===== src/rtl/ucsbece154b_perf_pkg.sv =====
// Shared definitions for the dual-issue performance monitor: opcodes, counter
// indices (which double as rd_sel codes), FSM states and small decode helpers.
package ucsbece154b_perf_pkg;

   localparam logic [6:0] OP_BRANCH = 7'b1100011;
   localparam logic [6:0] OP_JAL    = 7'b1101111;
   localparam logic [6:0] OP_JALR   = 7'b1100111;

   // Counter slots; the index of each counter is also its rd_sel code.
   localparam int CNT_CYCLES   = 0;
   localparam int CNT_INSTRS   = 1;
   localparam int CNT_BRANCHES = 2;
   localparam int CNT_BR_MISS  = 3;
   localparam int CNT_JUMPS    = 4;
   localparam int CNT_JMP_MISS = 5;
   localparam int CNT_DUAL     = 6;
   localparam int NUM_CNT      = 7;

   localparam logic [2:0] SEL_STATUS = 3'd7;

   typedef enum logic [1:0] {
      ST_IDLE   = 2'd0,
      ST_RUN    = 2'd1,
      ST_HALTED = 2'd2
   } perf_state_e;

   function automatic logic is_jump(input logic [6:0] op);
      return (op == OP_JAL) || (op == OP_JALR);
   endfunction

   function automatic logic [1:0] count2(input logic a, input logic b);
      return {1'b0, a} + {1'b0, b};
   endfunction

endpackage


===== src/rtl/ucsbece154b_sat_counter.sv =====
// Saturating event counter: adds 0..2 per cycle and sticks at all-ones.
module ucsbece154b_sat_counter #(
   parameter int W = 32
) (
   input  logic         clk,
   input  logic         reset,
   input  logic         clr,
   input  logic [1:0]   inc,
   output logic [W-1:0] cnt
);

   logic [W:0] sum;

   // One extra bit catches the wrap so a +2 from all-ones-1 still lands on all-ones.
   assign sum = {1'b0, cnt} + {{(W-1){1'b0}}, inc};

   // NOTE: sequential state is written with <= so every flop samples pre-edge values.
   always_ff @(posedge clk) begin
      if (!reset || clr) begin
         cnt <= '0;
      end else if (sum[W]) begin
         cnt <= '1;
      end else begin
         cnt <= sum[W-1:0];
      end
   end

endmodule


===== src/rtl/ucsbece154b_perf_monitor.sv =====
// Performance monitor for the dual-issue pipeline: run/halt FSM, fetch-slot
// halt detector, execute-slot event decode and a registered counter read port.
module ucsbece154b_perf_monitor
   import ucsbece154b_perf_pkg::*;
#(
   parameter int          CNT_W    = 32,
   parameter logic [31:0] HALT_NOP = 32'h00000013,
   parameter int          HALT_CYC = 1
) (
   input  logic             clk,
   input  logic             reset,
   input  logic             enable_i,
   input  logic             clear_i,
   input  logic [31:0]      pc1_e_i,
   input  logic [6:0]       op1_e_i,
   input  logic             misp1_e_i,
   input  logic             predtk1_e_i,
   input  logic [31:0]      pc2_e_i,
   input  logic [6:0]       op2_e_i,
   input  logic             misp2_e_i,
   input  logic             predtk2_e_i,
   input  logic [31:0]      pcf1_i,
   input  logic [31:0]      instrf1_i,
   input  logic [31:0]      pcf2_i,
   input  logic [31:0]      instrf2_i,
   input  logic             rd_req_i,
   input  logic [2:0]       rd_sel_i,
   output logic             rd_ack_o,
   output logic [CNT_W-1:0] rd_data_o,
   output logic             halted_o
);

   localparam int MW = (HALT_CYC > 1) ? $clog2(HALT_CYC) : 1;

   perf_state_e      state, state_nxt;
   logic [31:0]      prev_pcf1, prev_pcf2;
   logic [MW-1:0]    match_cnt;
   logic             run, fetch_match, halt_det;
   logic             v1, v2, br1, br2, jp1, jp2;
   logic [1:0]       inc [NUM_CNT];
   logic [CNT_W-1:0] cnt [NUM_CNT];
   logic [CNT_W-1:0] rd_mux;

   assign run = (state == ST_RUN);

   // Program end: both fetch slots spinning on the same PC with the terminal NOP.
   assign fetch_match = (pcf1_i == prev_pcf1) && (instrf1_i == HALT_NOP) &&
                        (pcf2_i == prev_pcf2) && (instrf2_i == HALT_NOP);
   assign halt_det    = fetch_match && (match_cnt == MW'(HALT_CYC - 1));

   // NOTE: every always_comb output gets a default first so no latch is inferred.
   always_comb begin
      state_nxt = state;
      if (clear_i) begin
         state_nxt = ST_IDLE;
      end else begin
         case (state)
            ST_IDLE:   if (enable_i) state_nxt = ST_RUN;
            ST_RUN:    if (halt_det) state_nxt = ST_HALTED;
            ST_HALTED: state_nxt = ST_HALTED;
            default:   state_nxt = ST_IDLE;
         endcase
      end
   end

   always_ff @(posedge clk) begin
      if (!reset) begin
         state <= ST_IDLE;
      end else begin
         state <= state_nxt;
      end
   end

   always_ff @(posedge clk) begin
      if (!reset || clear_i) begin
         prev_pcf1 <= '0;
         prev_pcf2 <= '0;
         match_cnt <= '0;
      end else if (run) begin
         prev_pcf1 <= pcf1_i;
         prev_pcf2 <= pcf2_i;
         if (!fetch_match) begin
            match_cnt <= '0;
         end else if (match_cnt != MW'(HALT_CYC - 1)) begin
            match_cnt <= match_cnt + 1'b1;
         end
      end
   end

   // halted_o trails the HALTED state by one cycle and drops with a clear.
   always_ff @(posedge clk) begin
      if (!reset) begin
         halted_o <= 1'b0;
      end else begin
         halted_o <= (state == ST_HALTED) && !clear_i;
      end
   end

   assign v1  = |pc1_e_i;
   assign v2  = |pc2_e_i;
   assign br1 = v1 && (op1_e_i == OP_BRANCH);
   assign br2 = v2 && (op2_e_i == OP_BRANCH);
   assign jp1 = v1 && is_jump(op1_e_i);
   assign jp2 = v2 && is_jump(op2_e_i);

   always_comb begin
      for (int i = 0; i < NUM_CNT; i++) inc[i] = 2'd0;
      if (run) begin
         inc[CNT_CYCLES]   = 2'd1;
         inc[CNT_INSTRS]   = count2(v1, v2);
         inc[CNT_BRANCHES] = count2(br1, br2);
         inc[CNT_BR_MISS]  = count2(br1 && misp1_e_i, br2 && misp2_e_i);
         inc[CNT_JUMPS]    = count2(jp1, jp2);
         inc[CNT_JMP_MISS] = count2(jp1 && !predtk1_e_i, jp2 && !predtk2_e_i);
         inc[CNT_DUAL]     = {1'b0, v1 && v2};
      end
   end

   for (genvar g = 0; g < NUM_CNT; g++) begin : g_cnt
      ucsbece154b_sat_counter #(.W(CNT_W)) u_cnt (
         .clk   (clk),
         .reset (reset),
         .clr   (clear_i),
         .inc   (inc[g]),
         .cnt   (cnt[g])
      );
   end

   always_comb begin
      rd_mux = '0;
      if (rd_sel_i == SEL_STATUS) begin
         rd_mux = CNT_W'({halted_o, state});
      end else begin
         rd_mux = cnt[rd_sel_i];
      end
   end

   // Capture happens on the request edge, so a coincident increment is not visible.
   always_ff @(posedge clk) begin
      if (!reset) begin
         rd_ack_o  <= 1'b0;
         rd_data_o <= '0;
      end else begin
         rd_ack_o <= rd_req_i;
         if (rd_req_i) rd_data_o <= rd_mux;
      end
   end

endmodule

===== config.mk =====
export PLATFORM = sky130hd
export DESIGN_NAME = ucsbece154b_perf_monitor
export DESIGN_NICKNAME = d
export VERILOG_FILES = /design/src/rtl/ucsbece154b_perf_pkg.sv /design/src/rtl/ucsbece154b_sat_counter.sv /design/src/rtl/ucsbece154b_perf_monitor.sv
export SDC_FILE = /design/constraint.sdc
export NUM_CORES = 1
export LEC_CHECK = 0
export CAP_MARGIN = 20
export CORE_MARGIN = 8
export CORE_UTILIZATION = 56
export DETAILED_ROUTE_END_ITERATION = 10
export PLACE_DENSITY = 0.81
export SYNTH_ARGS = -nofsm -noshare
export SYNTH_HDL_FRONTEND = slang
export SYNTH_HIERARCHICAL = 1
export SYNTH_SLANG_ARGS = --single-unit

===== constraint.sdc =====
create_clock -name clk -period 5.6 [get_ports clk]
set_input_delay 1.12 -clock clk [delete_from_list [all_inputs] [get_ports clk]]
set_output_delay 1.12 -clock clk [all_outputs]
set_load 0.02 [all_outputs]

# After elaboration in Yosys (flattened, before gate mapping)
# Index checks and enable logic that the tools add are counted.
# word_totals
input_bits,218
regBits,325
# classes
n_bitwise,3
muxes,17
magnitude_cmp,1
addsub,13
reduce_logical,26
n_eq_ne,15
# ops
op,n
32-bit two-way mux,10
32-bit by 2-bit adder with 33-bit output,6
32-bit binary-select mux with 3-bit select,1
32-bit equality test,2
"32-bit by 5-bit equality test with 1-bit output, second input constant",2
32-bit OR reduction,2
"7-bit equality test, second input constant",6
32-bit by 1-bit adder with 33-bit output,1
1-bit logical AND,14
13-bit two-way mux,1
1-bit by 1-bit adder with 2-bit output,5
2-bit case mux with 3 select lines,1
"4-bit >= comparator, second input constant",1
1-bit logical NOT,4
2-bit two-way mux,2
3-bit NOT with 4-bit output,1
"3-bit equality test, second input constant",1
1-bit logical OR,3
"2-bit by 1-bit equality test with 1-bit output, second input constant",1
"2-bit equality test, second input constant",1
2-bit logical NOT,1
1-bit two-way mux,2
"2-bit by 1-bit inequality test with 1-bit output, second input constant",1
"2-bit inequality test, second input constant",1
other kinds (4),5

# Logic depth before layout (Yosys ltp)
# Gate-level depths: netlist of the first run.
# logic_depth
word_depth,8
ltp_mapped,16

# Hierarchy
# The synthesis of the first run kept the hierarchy.
# modules_own_cells
module,cells_per_inst,area_each_um2,seq_area_each_um2,instances
ucsbece154b_sat_counter,209,1801.7,640.6,7
ucsbece154b_perf_monitor,712,6779.0,2001.9,1

# Least setup slack after synthesis of the first run
# OpenSTA, ideal clock, no wires.
# synth_path
kind,input-to-reg
from,input port pc1_e_i[28]
to,register g_cnt[3].u_cnt.cnt[7]
arrival_time_ns,4.462
path_slack_ns,1.064
setup_ns,0.074
stages,16
required_ns,5.526
cell_sequence,nor4_1 -> nand4_1 -> nor2_1 -> or4b_1 -> nor3_1 -> and2_1 -> ha_1 -> and2_1 -> ha_1 -> inv_1 -> fa_1 -> nand3b_2 -> or3_1 -> or4_4 -> buf_6 -> a21oi_1
# synth_rtl
item,line_no,text
"start, declared",ucsbece154b_perf_monitor.sv:14,"input logic [31:0] pc1_e_i,"
"end signal, assigned",ucsbece154b_sat_counter.sv:24,cnt <= sum[W-1:0];
"end, declared",ucsbece154b_sat_counter.sv:9,output logic [W-1:0] cnt

==> impl_metrics.yaml, run 1 <==
pwr:
  leakage_nw: 7.01
  internal_power_w: 0.00409
  total_power_w: 0.00535
  powerDensity_nw_per_um2: 228
  switchingPower_w: 0.00126
  p_seq_frac: 0.438
  pwr-share-comb: 0.092
  clockPowerShare: 0.470
  ir_worst_vdd_mv: 0.252
  swShare: 0.235
route:
  drc: 0
  drt_pass1_iterations: 7
  drtAntennaViolNets: 0
  post_drt_wl_per_cell_um: 22.6
  wl_mm: 65.2
  avgViaCountPerCell: 6.56
  drt_iter0_drc: 1927
  dr_total_vias: 18900
sta:
  fmax_mhz: 199
  worst_pin_slew_ns: 1.11
  period_minus_slack_ns: 5.04
  grt_setup_unrepaired: "false"
  finalHoldViolCount: 0
  setup_viol: 0
  clock_skew_ns: 0.0144
  slew_headroom: 0.263
  holdWs_ns: 0.469
  period_share: 0.899
  drv_slew: 0
  finalSetupTns_ns: 0
synth:
  synth.avg_cell_area_um2: 8.92
  synth.most_common_cell: "dfxtp_1"
  synth_top_family_by_area: "simple AND/OR/NAND/NOR gates"
  synth_compound_area_frac: 0.162
  synth_top_area_cell: "dfxtp_1"
  synth_area_um2: 19400
  synth_adder_area_share: 0.0214
  syn_inst: 2175
  yosys.area_share.simple: 0.283
  synth-seq-cells: 324
  synth_async_sr_flop_share: 0
  yosysSeqAreaShare: 0.334
  ys_top_cells_by_count: "324 x dfxtp_1, 142 x nor2_1, 126 x xnor2_1, 119 x nor4_1, 116 x nand2_1"
  synth.area.top_cells: "dfxtp_1 33%, xnor2_1 5.7%, mux2i_1 5.1%"
  synth_top_cell_area_share: 0.334
  yosys_warnings: 6
  synth_cell_types: 56
  yosys.area_share.xor_xnor: 0.0668
  synth.area.mux_share: 0.0912
  synth_ff_type: "dfxtp_1"
  synth_edf_count: 0
critical_path:
  cpPeakStageDelay_ns: 0.74
  slowest_stage: "or4_4"
  endpoint_kind: "flop"
  crit_required_ns: 6.05
  arrival_ns: 5.48
  path_delay_family: "simple AND/OR/NAND/NOR gates"
  crit_chain: "clkdlybuf4s50_1 > nor4_1 > nand4_1 > nor2_1 > or4b_1 > nor3_1 > and2_1 > ha_1 > and2_1 > ha_1 > inv_1 > fa_1 > nand3b_2 > or3_1 > or4_4 > a31oi_1"
  rrSetupSlack_ns: 2.06
  critical_path.max_fanout: 20
  path_class: "input pin to flop"
  start_kind: "input pin"
  cp_num_buf_inv: 2
grt:
  first_global_vias: 18100
  grt_max_degree: 68
  overflow: 0
  antenna_found_initial: 7
  grtUsageTotal: 0.306
  grt_first_pass_wirelength_mm: 102
clocking:
  cts_buffer_depth: 3
  cts_hold_repair.buffers: 0
  cts.repair.resized: 0
  cts.htree.levels: 2
  clk_pin_slew_ns: 0.06
  cts_buffers: 38
  cts_tree: "built"
  cts.sinks: 324
  root_buffer: "clkbuf_16"
  clk_latency_ns: 0.53
  cts_setup_buffers: 0
worst_hold_path:
  min_path_type: "flop to flop"
final_layout:
  drive_above_1_share: 0.118
  stdcell_area_um2: 23500
  fill_cells: 2713
  nNetsFinal: 2636
  multiInputGateArea_um2: 12100
  ff_latch_area_um2: 6490
  area_growth_syn_to_layout_pct: 20.9
floorplanning:
  dieArea_um2: 40800
  core_area_um2: 34300
  die_h_um: 202
  pin_count: 252
  die_w_um: 202
  row_count: 68
  initial_core_util: 0.566
place:
  place.gp.congestion: 0.963
  place.port_buffers: 251
  placed_cell_area_um2: 22200
  post-dp-hpwl_mm: 49.3
job:
  cap_violations: 0
status:
  outcome: "complete, no violations"
-- worst register-to-register path, stage by stage (launching register included) --
cell	delay [ns]
dfxtp_1	0.35
inv_1	0.14
ha_4	0.23
and2_1	0.27
ha_1	0.22
inv_1	0.06
fa_1	0.40
nand3b_2	0.34
or3_1	0.49
or4_4	0.75
a21oi_1	0.21
-- through the flow --
stage	setup WS [ns]	utilization	std cells
2_1_floorplan	1.06	-	2178
3_3_place_gp	0.163	0.647	2804
3_5_place_dp	0.0302	0.647	2804
4_1_cts	0.570	0.684	2874
5_1_grt	0.347	0.684	2879
6_report	0.564	0.684	2879
-- metal layers --
layer / GRT usage / part of all wire / up-vias
met1: 0.403 / 0.42 / 9135
met3: 0.0424 / 0.067 / 185
met4: 0.123 / 0.042 / 2
li1: - / - / 8768
met2: 0.499 / 0.47 / 807
met5: 0 / 0.00018 / -
-- layout by cell type, fill, tap and decap left out, types with 39 or more instances in the layout --
cell,count
a21oi_1,43
a21oi_2,77
a31oi_1,84
buf_4,41
clkbuf_16,39
clkdlybuf4s50_1,246
dfxtp_1,324
inv_1,49
mux2i_1,98
nand2_1,116
nand3_1,84
nand4_1,113
nor2_1,142
nor3_1,54
nor4_1,119
o211ai_1,58
or3_1,43
xnor2_1,126
-- power by group through the flow --
stage          logic, W  clock network [W]  registers, W
4_1_cts        0.000490            0.00253       0.00234
3_5_place_dp   0.000485                  0       0.00239
6_report       0.000494            0.00251       0.00234
2_1_floorplan  0.000225                  0       0.00240
5_1_grt        0.000524            0.00264       0.00234
3_3_place_gp   0.000477                  0       0.00239
-- area by class of cell --
cell class	count	share of cell area
Multi-Input combinational cell	1685	0.518
Sequential cell	324	0.277
Timing Repair Buffer	291	0.119
Clock buffer	55	0.0467
Tap cell	455	0.0243
Inverter	49	0.00784
Clock inverter	15	0.00720
Antenna cell	5	0.000534
-- cell families (layout without fill, tap and decap cells) --
kind of cell | Yosys count | count (layout)
simple gates | 947 | 947
compound gates | 424 | 424
flops | 324 | 324
buf+inv | 169 | 410
xor+xnor | 148 | 148
mux | 133 | 133
fa+ha+maj | 29 | 29
other cells | 1 | 9
-- worst paths after layout --
check,cells past startpoint,from,endpoint
max,16,pc1_e_i[17],g_cnt[3].u_cnt/cnt[13]
min,2,rd_data_o[6],rd_data_o[6]
max reg2reg,10,state[1],g_cnt[6].u_cnt/cnt[3]
min reg2reg,2,rd_data_o[6],rd_data_o[6]
-- registers in the layout, summed over array words and instances, names as in the netlist --
signal / cells
rd_data_o: 32
rd_ack_o: 1
halted_o: 1
prev_pcf1: 32
prev_pcf2: 32
state: 2
g_cnt.u_cnt/cnt: 224
No activity file was read; power rests on OpenSTA's default activity.
==> inputs of run 2 (changes only) <==
- CORE_UTILIZATION: 56 -> 58
- CTS_BUF_LIST: not set -> sky130_fd_sc_hd__clkbuf_4
- GPL_TIMING_DRIVEN: not set -> 0
- PLACE_DENSITY: 0.81 -> 0.83
==> impl_metrics.yaml, run 2 (synthesized netlist as in run 1, its figures left out) <==
status:
  outcome: "complete, no violations"
final_layout:
  stdcell_area_um2: 23600
  fill_cells: 2667
  largest-register: "g_cnt.u_cnt/cnt"
  utilization: 0.712
  multiInputGateArea_um2: 12100
  largest_reg_flops: 224
  layout_commonest_cell: "dfxtp_1"
  nNetsFinal: 2765
  area_growth_syn_to_layout_pct: 21.8
  mostFrequentLayoutCells: "324 x dfxtp_1, 248 x clkdlybuf4s50_1, 141 x nor2_1"
  drive_above_1_share: 0.141
  ff_latch_area_um2: 6490
pwr:
  total_power_w: 0.00503
  pwr-share-comb: 0.102
  powerDensity_nw_per_um2: 213
  ir_worst_vdd_mv: 0.172
  switchingPower_w: 0.00129
  internal_power_w: 0.00374
  p_seq_frac: 0.465
  swShare: 0.257
  clockPowerShare: 0.434
  leakage_nw: 7.14
floorplanning:
  row_count: 67
  die_w_um: 199
  pin_count: 252
  dieArea_um2: 39500
  die_h_um: 199
  core_area_um2: 33200
  initial_core_util: 0.584
critical_path:
  arrival_ns: 6.08
  path_class: "input pin to flop"
  endpoint_kind: "flop"
  start_kind: "input pin"
  critical_path.max_fanout: 10
  crit_required_ns: 6.26
clocking:
  clk_pin_slew_ns: 0.07
  cts_buffer_depth: 3
  cts_tree: "built"
  root_buffer: "clkbuf_4"
  cts_buffers: 89
  cts.sinks: 324
  clk_latency_ns: 0.80
  cts.htree.levels: 3
  cts_setup_buffers: 0
sta:
  grt_setup_unrepaired: "false"
  slew_headroom: 0.213
  finalHoldViolCount: 0
  drv_slew: 0
  period_share: 0.968
  fmax_mhz: 184
  period_minus_slack_ns: 5.42
  clock_skew_ns: 0.0553
  setup_viol: 0
  worst_pin_slew_ns: 1.18
grt:
  grtUsageTotal: 0.334
  first_global_vias: 18600
  grt_first_pass_wirelength_mm: 104
  antenna_found_initial: 5
  grt_max_degree: 17
  overflow: 0
route:
  dr_total_vias: 19800
  drtAntennaViolNets: 0
  drt_iter0_drc: 2209
  post_drt_wl_per_cell_um: 22.3
  drt_pass1_iterations: 6
  wl_mm: 67.5
  drc: 0
  avgViaCountPerCell: 6.54
place:
  place.gp.congestion: 1.03
  post-dp-hpwl_mm: 51.9
  placed_cell_area_um2: 22500
  place.port_buffers: 248
job:
  cap_violations: 0
worst_hold_path:
  min_path_type: "flop to flop"
run 2: cell types whose count changed in the layout (fill, tap and decap cells not counted), moves of 6 or more:
cell       delta
buf_6        +15
clkinv_1      +9
clkbuf_1     +51
clkbuf_16    -39
clkinv_2     -10
buf_4        -37
clkbuf_8      -6
buf_2        +16
clkbuf_4    +138
buf_1        +20
run 2: timing repair:
item / 4_1_cts / 5_1_grt
endpoints found under the setup margin: 0 / 7
gates resized for setup: 0 / 2
hold buffers: 0 / 0
run 2: layer usage:
layer  track usage  vias up  share of wire
met1         0.440     9535           0.42
met4         0.153        0          0.043
met3        0.0606      183          0.082
li1              -     9088              -
met5             0        -              0
met2         0.526     1032           0.46
run 2: area by class of cell:
| cell class | instances | area share |
|---|---|---|
| well taps | 448 | 0.0237 |
| diodes | 7 | 0.000742 |
| inverters | 49 | 0.00779 |
| multi-input cells | 1685 | 0.514 |
| repair buffers | 249 | 0.106 |
| plain buffers | 120 | 0.0255 |
| clock inverters | 14 | 0.00366 |
| clock buffers | 138 | 0.0439 |
| flip-flops and latches | 324 | 0.275 |
run 2: through the flow:
step / setup slack (ns) / setup TNS [ns] / hold WS (ns) / instances
finish: 0.179 / 0 / 0.478 / 3034
global route: 0.0269 / 0 / 0.494 / 3033
global placement: -0.597 / -28.17 / 0.459 / 2874
detailed placement: -0.613 / -26.83 / 0.466 / 2875
CTS: 0.202 / 0 / 0.478 / 3027
floorplan: 1.06 / 0 / 0.466 / 2178
run 2: power groups by stage:
stage | combinational, W | clock (W) | sequential (W)
2_1_floorplan | 0.000225 | 0 | 0.00240
3_3_place_gp | 0.000490 | 0 | 0.00239
3_5_place_dp | 0.000501 | 0 | 0.00239
4_1_cts | 0.000504 | 0.00222 | 0.00234
5_1_grt | 0.000541 | 0.00235 | 0.00234
6_report | 0.000511 | 0.00218 | 0.00234
run 2: worst max-delay path, cell delays in order:
cell             delay (ns)
clkdlybuf4s50_1        0.52
nor4_1                 0.07
nand4_1                0.09
nor2_1                 0.13
or4b_1                 0.62
nor3_1                 0.50
and2_1                 0.21
ha_1                   0.11
and2_1                 0.21
ha_1                   0.20
inv_1                  0.06
fa_1                   0.41
nand3b_2               0.35
nor4_1                 0.65
clkbuf_1               0.41
a31oi_1                0.14
a311oi_1               0.27
run 2: final timing paths:
| path | slack (ns) | from | cells after the start | to |
|---|---|---|---|---|
| setup / recovery | 0.18 | pc2_e_i[29] | 17 | g_cnt[3].u_cnt/cnt[24] |
| hold / removal | 0.48 | rd_data_o[13] | 2 | rd_data_o[13] |
| setup reg to reg | 1.13 | state[1] | 14 | g_cnt[6].u_cnt/cnt[26] |
| hold reg to reg | 0.48 | rd_data_o[13] | 2 | rd_data_o[13] |
==> inputs of run 3 (changes only) <==
- CORE_MARGIN: 8 -> not set
- GPL_TIMING_DRIVEN: 0 -> not set
==> impl_metrics.yaml, run 3 (synthesized netlist as in run 1, its figures left out) <==
status:
  outcome: "complete, no violations"
sta:
  period_share: 0.865
  holdWs_ns: 0.472
  clock_skew_ns: 0.0462
  finalSetupTns_ns: 0
  grt_setup_unrepaired: "false"
  period_minus_slack_ns: 4.85
  fmax_mhz: 206
  worst_pin_slew_ns: 1.08
  slew_headroom: 0.278
  finalHoldViolCount: 0
  drv_slew: 0
  setup_viol: 0
critical_path:
  crit_required_ns: 6.28
  rrSetupSlack_ns: 2.05
  arrival_ns: 5.52
  endpoint_kind: "flop"
  path_class: "input pin to flop"
  cpPeakStageDelay_ns: 0.73
  crit_chain: "clkdlybuf4s50_1 > nor4_1 > nand4_1 > nor2_1 > or4b_1 > nor3_1 > and2_1 > ha_1 > and2_1 > ha_1 > inv_1 > fa_1 > nand3b_2 > or3_1 > or4_4 > a31oi_1"
  cp_num_buf_inv: 2
  slowest_stage: "or4_4"
  path_delay_family: "simple AND/OR/NAND/NOR gates"
  critical_path.max_fanout: 20
  start_kind: "input pin"
clocking:
  cts_buffer_depth: 3
  cts_tree: "built"
  cts.htree.levels: 3
  cts_hold_repair.buffers: 0
  cts.sinks: 324
  clk_latency_ns: 0.80
  root_buffer: "clkbuf_4"
  cts.repair.resized: 0
  cts_buffers: 92
  cts_setup_buffers: 0
  clk_pin_slew_ns: 0.06
worst_hold_path:
  min_path_type: "flop to flop"
route:
  avgViaCountPerCell: 6.61
  wl_met3_mm: 5.71
  wl_met2_mm: 29.0
  top_layer_used: "met4"
  drt_iter0_drc: 2358
  post_drt_wl_per_cell_um: 21.6
  drtAntennaViolNets: 0
  dr_total_vias: 19500
  drc: 0
  drt_pass1_iterations: 6
  drt-met1-wl_mm: 26.1
  wl_mm: 63.6
final_layout:
  nNetsFinal: 2688
  drive_above_1_share: 0.143
  utilization: 0.713
  largest_reg_flops: 224
  layout_commonest_cell: "dfxtp_1"
  largest-register: "g_cnt.u_cnt/cnt"
  area_growth_syn_to_layout_pct: 20.2
  mostFrequentLayoutCells: "324 x dfxtp_1, 246 x clkdlybuf4s50_1, 142 x nor2_1"
grt:
  grt_max_degree: 67
  grtUsageTotal: 0.370
  antenna_found_initial: 2
  overflow: 0
  grt_first_pass_wirelength_mm: 98.9
  first_global_vias: 18400
floorplanning:
  initial_core_util: 0.593
  core_area_um2: 32700
  pin_count: 252
  die_w_um: 185
  dieArea_um2: 34200
  die_h_um: 185
  row_count: 66
place:
  place.gp.congestion: 0.997
  post-dp-hpwl_mm: 47.4
  place.port_buffers: 251
pwr:
  ir_worst_vdd_mv: 0.170
  total_power_w: 0.00509
  powerDensity_nw_per_um2: 219
  leakage_nw: 7.05
job:
  cap_violations: 0
[run 3: changes by cell type in the layout (fill, tap and decap cells not counted), sizes merged]
cell / delta
clkbuf: -72
bufinv: +3
clkinv: +10
buf: -17
diode: -5
clkinvlp: -2
clkdlybuf4s50: -2
[run 3: layout make-up]
type | instances | area [um2]
Inverter | 49 | 184
Antenna cell | 2 | 5.00
Multi-Input combinational cell | 1685 | 12100
Fill cell | 2603 | 9400
Timing Repair Buffer | 289 | 2780
Sequential cell | 324 | 6490
Clock buffer | 127 | 953
Tap cell | 442 | 553
Clock inverter | 25 | 204
[run 3: power breakdown]
| part | leakage [nW] | switching [W] | internal, W | total, W |
|---|---|---|---|---|
| logic | 3.76 | 0.000237 | 0.000256 | 0.000493 |
| registers | 2.61 | 0.0000142 | 0.00232 | 0.00234 |
| clock network | 0.682 | 0.00104 | 0.00122 | 0.00226 |
[run 3: path summary, 6_finish.rpt]
kind,start,end,cells after the start
max,pc2_e_i[15],g_cnt[3].u_cnt/cnt[13],16
max reg2reg,state[1],g_cnt[6].u_cnt/cnt[19],10
min,rd_data_o[22],rd_data_o[22],2
min reg2reg,rd_data_o[22],rd_data_o[22],2
[run 3: worst register-to-register path, delay by kind of cell (launching register included)]
| family | cells | cell delay [ns] |
|---|---|---|
| compound gates | 1 | 0.20 |
| fa+ha+maj | 3 | 0.85 |
| flops | 1 | 0.35 |
| simple gates | 4 | 1.90 |
| buf+inv | 2 | 0.20 |
[run 3: metrics by stage]
stage,worst slack [ns],instances,area (um2)
floorplan,1.06,2178,19400
global placement,0.173,2789,22100
detailed placement,0.0320,2789,22100
CTS,0.878,2941,23300
global route,0.697,2942,23300
finish,0.755,2943,23300
[run 3: routing by layer]
layer,vias to the layer above,GRT usage
li1,8893,-
met1,9305,0.484
met2,1048,0.582
met3,219,0.0769
met4,0,0.176
met5,-,0
